## config.mk

```make
export PLATFORM = sky130hd
export DESIGN_NAME = seven_seg_scan_driver
export DESIGN_NICKNAME = d
export VERILOG_FILES = /design/src/rtl/seven_seg_scan_driver.sv
export SDC_FILE = /design/constraint.sdc
export NUM_CORES = 1
export LEC_CHECK = 0
export BUFFER_PORTS_ARGS = -buffer_cell sky130_fd_sc_hd__buf_2
export CORE_MARGIN = 2
export CORE_UTILIZATION = 60
export CTS_BUF_LIST = sky130_fd_sc_hd__clkbuf_4 sky130_fd_sc_hd__clkbuf_8
export DETAILED_ROUTE_END_ITERATION = 8
export GPL_ROUTABILITY_DRIVEN = 0
export PLACE_DENSITY = 0.83
export SYNTH_ARGS = -nofsm -noshare
export SYNTH_HDL_FRONTEND = slang
export SYNTH_SLANG_ARGS = --single-unit
```

## constraint.sdc

```tcl
create_clock -name clk -period 3.8 [get_ports clk]
set_clock_uncertainty 0.15 [all_clocks]
set_input_delay 0.38 -clock clk [delete_from_list [all_inputs] [get_ports clk]]
set_output_delay 0.38 -clock clk [all_outputs]
set_load 0.005 [all_outputs]
```

## src/rtl/seven_seg_scan_driver.sv

```systemverilog
// seven_seg_scan_driver: scans a shadowed bank of hex digits onto common-anode seven-segment pins.
// Define SEG_LEADING_ZERO_BLANK_EN to additionally blank leading zero digits (digit 0 always shown).
module seven_seg_scan_driver #(
    parameter int DIGITS   = 4,
    parameter int SCAN_DIV = 50000
) (
    input  logic                  clk,
    input  logic                  rst_n,
    input  logic [4*DIGITS-1:0]   digits_in,
    input  logic [DIGITS-1:0]     blank_in,
    input  logic                  load,
    output logic [6:0]            seg,
    output logic [DIGITS-1:0]     an,
    output logic                  frame_tick
);
    localparam int KW = DIGITS > 1 ? $clog2(DIGITS) : 1;
    localparam int PW = $clog2(SCAN_DIV);

    logic [PW-1:0]         p_q, p_d;
    logic [KW-1:0]         k_q, k_d;
    logic [4*DIGITS-1:0]   dig_q, dig_d;
    logic [DIGITS-1:0]     blk_q, blk_d;
    logic [6:0]            seg_q, seg_d;
    logic [DIGITS-1:0]     an_q, an_d;
    logic                  tick_q, tick_d;
    logic                  last_p, last_k, dark;
    logic [DIGITS-1:0]     blank_eff;
    logic [3:0]            nib;

    function automatic logic [6:0] glyph(input logic [3:0] n);
        case (n)
            4'h0: glyph = 7'b0000001;
            4'h1: glyph = 7'b1001111;
            4'h2: glyph = 7'b0010010;
            4'h3: glyph = 7'b0000110;
            4'h4: glyph = 7'b1001100;
            4'h5: glyph = 7'b0100100;
            4'h6: glyph = 7'b0100000;
            4'h7: glyph = 7'b0001111;
            4'h8: glyph = 7'b0000000;
            4'h9: glyph = 7'b0000100;
            4'hA: glyph = 7'b0001000;
            4'hB: glyph = 7'b1100000;
            4'hC: glyph = 7'b0110001;
            4'hD: glyph = 7'b1000010;
            4'hE: glyph = 7'b0110000;
            default: glyph = 7'b0111000;
        endcase
    endfunction

`ifdef SEG_LEADING_ZERO_BLANK_EN
    logic zero_run;
    always_comb begin
        zero_run  = 1'b1;
        blank_eff = blk_q;
        for (int i = DIGITS - 1; i >= 1; i--) begin
            zero_run     = zero_run & (dig_q[4*i +: 4] == 4'd0);
            blank_eff[i] = blk_q[i] | zero_run;
        end
    end
`else
    always_comb blank_eff = blk_q;
`endif

    always_comb begin
        last_p = p_q == PW'(SCAN_DIV - 1);
        last_k = k_q == KW'(DIGITS - 1);
        p_d    = last_p ? '0 : p_q + 1'b1;
        k_d    = last_p ? (last_k ? '0 : k_q + 1'b1) : k_q;
        dig_d  = load ? digits_in : dig_q;
        blk_d  = load ? blank_in : blk_q;
        nib    = dig_q[{k_q, 2'b00} +: 4];
        dark   = last_p || blank_eff[k_q];
        seg_d  = dark ? 7'b1111111 : glyph(nib);
        an_d   = '1;
        if (!dark) an_d[k_q] = 1'b0;
        tick_d = last_p && last_k;
    end

    always_ff @(posedge clk or negedge rst_n) begin
        if (!rst_n) begin
            p_q    <= '0;
            k_q    <= '0;
            dig_q  <= '0;
            blk_q  <= '1;
            seg_q  <= 7'b1111111;
            an_q   <= '1;
            tick_q <= 1'b0;
        end else begin
            p_q    <= p_d;
            k_q    <= k_d;
            dig_q  <= dig_d;
            blk_q  <= blk_d;
            seg_q  <= seg_d;
            an_q   <= an_d;
            tick_q <= tick_d;
        end
    end

    assign seg        = seg_q;
    assign an         = an_q;
    assign frame_tick = tick_q;
endmodule

```

==> impl_metrics.yaml <==
global_route:
  grt_usage_pct: 20.24
  grt_pass1_wl_um: 6706
  grt_max_degree: 51
  grt_pass1_vias: 1414
  antenna_found_initial: 0
  grt_overflow: 0
synthesis:
  yosysWarnings: 0
  synth.distinct_cells: 39
  synth_area_leader_cell: "dfrtp_1"
  synth_top_area_share_pct: 36.06
  syn_area_mm2: 0.002429
  synth_cells: 198
  syn_nets: 232
  syn_avg_cell_area_um2: 12.27
  synth-seq-cells: 50
  ys_top_cells_by_area: "dfrtp_1 (36%), dfstp_2 (16%), mux2_2 (10%)"
  yosysSeqAreaShare_pct: 52.29
power_and_ir_drop:
  p_comb_share_pct: 12.2
  p_clk_share_pct: 33.6
  power.density_mw_per_mm2: 403.6
  ir_worst_vdd_uv: 381.0
  switching_share_pct: 23.43
  switchingPower_mw: 0.2557
  p_int_mw: 0.8356
  power.leakage_nw: 1.194
  pwr-share-seq_pct: 54.3
die:
  core_mm2: 0.003943
  die_area_mm2: 0.004572
  core.rowCount: 23
  die_w_um: 67.62
  initial_core_util_pct: 61.60
  ioPinCount: 35
  die_h_um: 67.62
setup_path:
  critPathLaunchType: "flip-flop"
  cp.required_ns: 3.88
  crit_type: "flip-flop to flip-flop"
  critPathCaptureType: "flip-flop"
  r2r-start: "k_q[0]"
  critPathArrivalTime_ns: 2.53
  worstPathMaxFanout: 11
  startpoint: "k_q[0]"
finish:
  fillers: 285
  utilization_pct: 68.58
  instances_no_fill: 280
  drive_gt1_share_pct: 35.22
  diodes: 0
  syn2layout_area_growth_pct: 11.33
  final_cell_area_mm2: 0.002704
  nets: 263
clocking:
  postCtsResizedCells: 0
  cts_root_buffer: "clkbuf_8"
  clock_latency_ns: 0.30
  clock-sinks: 50
  cts_setup_buffers: 0
  cts_tree: "yes"
  postCtsHoldBufs: 0
  cts_buffer_depth: 2
  cts_buffers: 5
  clk_pin_slew_ns: 0.09
  htree_levels: 2
outcome:
  status: "complete, no violations"
placed_design:
  hpwl_um: 2777
  dpl.cell_count: 272
  dpl_cell_area_mm2: 0.002595
  preCtsSetupSlack_ns: 1.415
  io_buffers: 34
min_path:
  hp-class: "primary input to async pin"
route:
  wl_um: 4026
  dr.pass1.iters: 4
  wire_per_inst_um: 14.38
  vias: 1541
  viasPerCell: 5.504
  antenna_left: 0
  drc: 0
  first_iter_violations: 138
timing:
  worst_pin_slew_ns: 1.047
  setup_violations: 0
  fmax_ghz: 0.4091
  period_needed_ns: 2.444
  relSlewSlack_pct: 30.22
  finalHoldViolCount: 0
  rsz0062_at_grt: "false"
  period_share_pct: 64.32
  setup_tns_ns: 0
  maxSlewViolCount: 0
  layout_setup_ws_ns: 1.356
flow_run:
  drv_cap: 0
==> path summary, 6_finish.rpt <==
check                               endpoint  slack, ns  cells after the start
worst max-delay path                  seg[6]       1.36                      7
worst min-delay path              frame_tick       0.11                      1
worst max register to register        seg[6]       1.36                      7
worst min register to register        p_q[0]       0.33                      1
max in group asynchronous           dig_q[9]       2.75                      1
min in group clk                blank_eff[0]       0.15                      2
==> power groups by stage <==
stage               Clock (mW)  Sequential (mW)  Combinational, mW
finish                   0.366            0.592              0.133
global route             0.397            0.597              0.150
CTS                      0.373            0.593              0.134
detailed placement           0            0.602              0.133
global placement             0            0.601              0.128
floorplan                    0            0.600             0.0878
==> Yosys cell counts, drive strengths merged <==
cell type and n:
a211o 1, dfstp 15, nand3 6, xnor2 7, a311oi 1, ha 11
buf 7, nor4b 1, o211ai 1, nor2b 1, mux2 22, and3 1
clkbuf 3, and2 3, nor3 5, nor2 13, o221ai 1, mux4 4
o311ai 3, mux2i 5, a21oi 2, a211oi 1, a31oi 1, nand3b 1
nor4bb 2, dfrtp 35, xor2 7, nand4 3, o21ai 7, inv 7
and4 3, nand2 17, a21boi 1
==> layer usage <==
metal  part of all wire [%]  track usage [%]  vias up
li1                       -                -      757
met1                     49            28.68      730
met2                     44            29.66       48
met3                    6.4            6.500        6
met4                    1.3            6.378        0
met5                      0                0        -
==> layout make-up <==
type                            instances  area (µm²)  area share [%]
Clock inverter                          3       40.04           1.481
Timing Repair Buffer                   34       170.2           6.293
Clock buffer                            5       68.82           2.545
Multi-Input combinational cell        131        1066           39.43
Inverter                                7       26.28          0.9718
Sequential cell                        50        1270           46.97
Tap cell                               50       62.56           2.314
==> metrics by stage <==
| stage | hold WS (ns) | power (mW) |
|---|---|---|
| 2_1_floorplan | -0.06559 | 0.6879 |
| 3_3_place_gp | 0.3081 | 0.7298 |
| 3_5_place_dp | 0.3188 | 0.7348 |
| 4_1_cts | 0.1443 | 1.100 |
| 5_1_grt | 0.1370 | 1.144 |
| 6_report | 0.1105 | 1.091 |
==> worst max-delay path, stage by stage (launching register included) <==
cell	delay, ns
dfrtp_1	0.63
mux4_1	0.70
inv_1	0.19
ha_1	0.20
inv_1	0.06
a311oi_1	0.21
a21oi_1	0.06
o21ai_0	0.17
==> flip-flops by register name, summed over array words and instances, names as in the netlist <==
signal	cells
an	4
blank_eff	4
dig_q	16
frame_tick	1
k_q	2
p_q	16
seg	7
==> cell families (layout without fill, tap and decap cells) <==
family	Yosys count	count (layout)	synth area share (%)
simple gates	56	56	11.54
flops	50	50	52.29
mux	31	31	16.44
compound gates	19	19	5.204
buf+inv	17	49	3.812
xor+xnor	14	14	5.049
fa+ha+maj	11	11	5.667
==> layout by cell type (no fill, tap or decap), types with 5 or more instances in the layout <==
cell type and n:
dfrtp_1 35, buf_2 34, mux2_2 22, nand2_1 17, dfstp_2 15, nor2_1 13
ha_1 11, xnor2_1 7, xor2_1 7, inv_1 6, nand3_1 6, o21ai_0 6
mux2i_1 5, nor3_1 5, clkbuf_8 5
(Power assumes the default switching activity.)
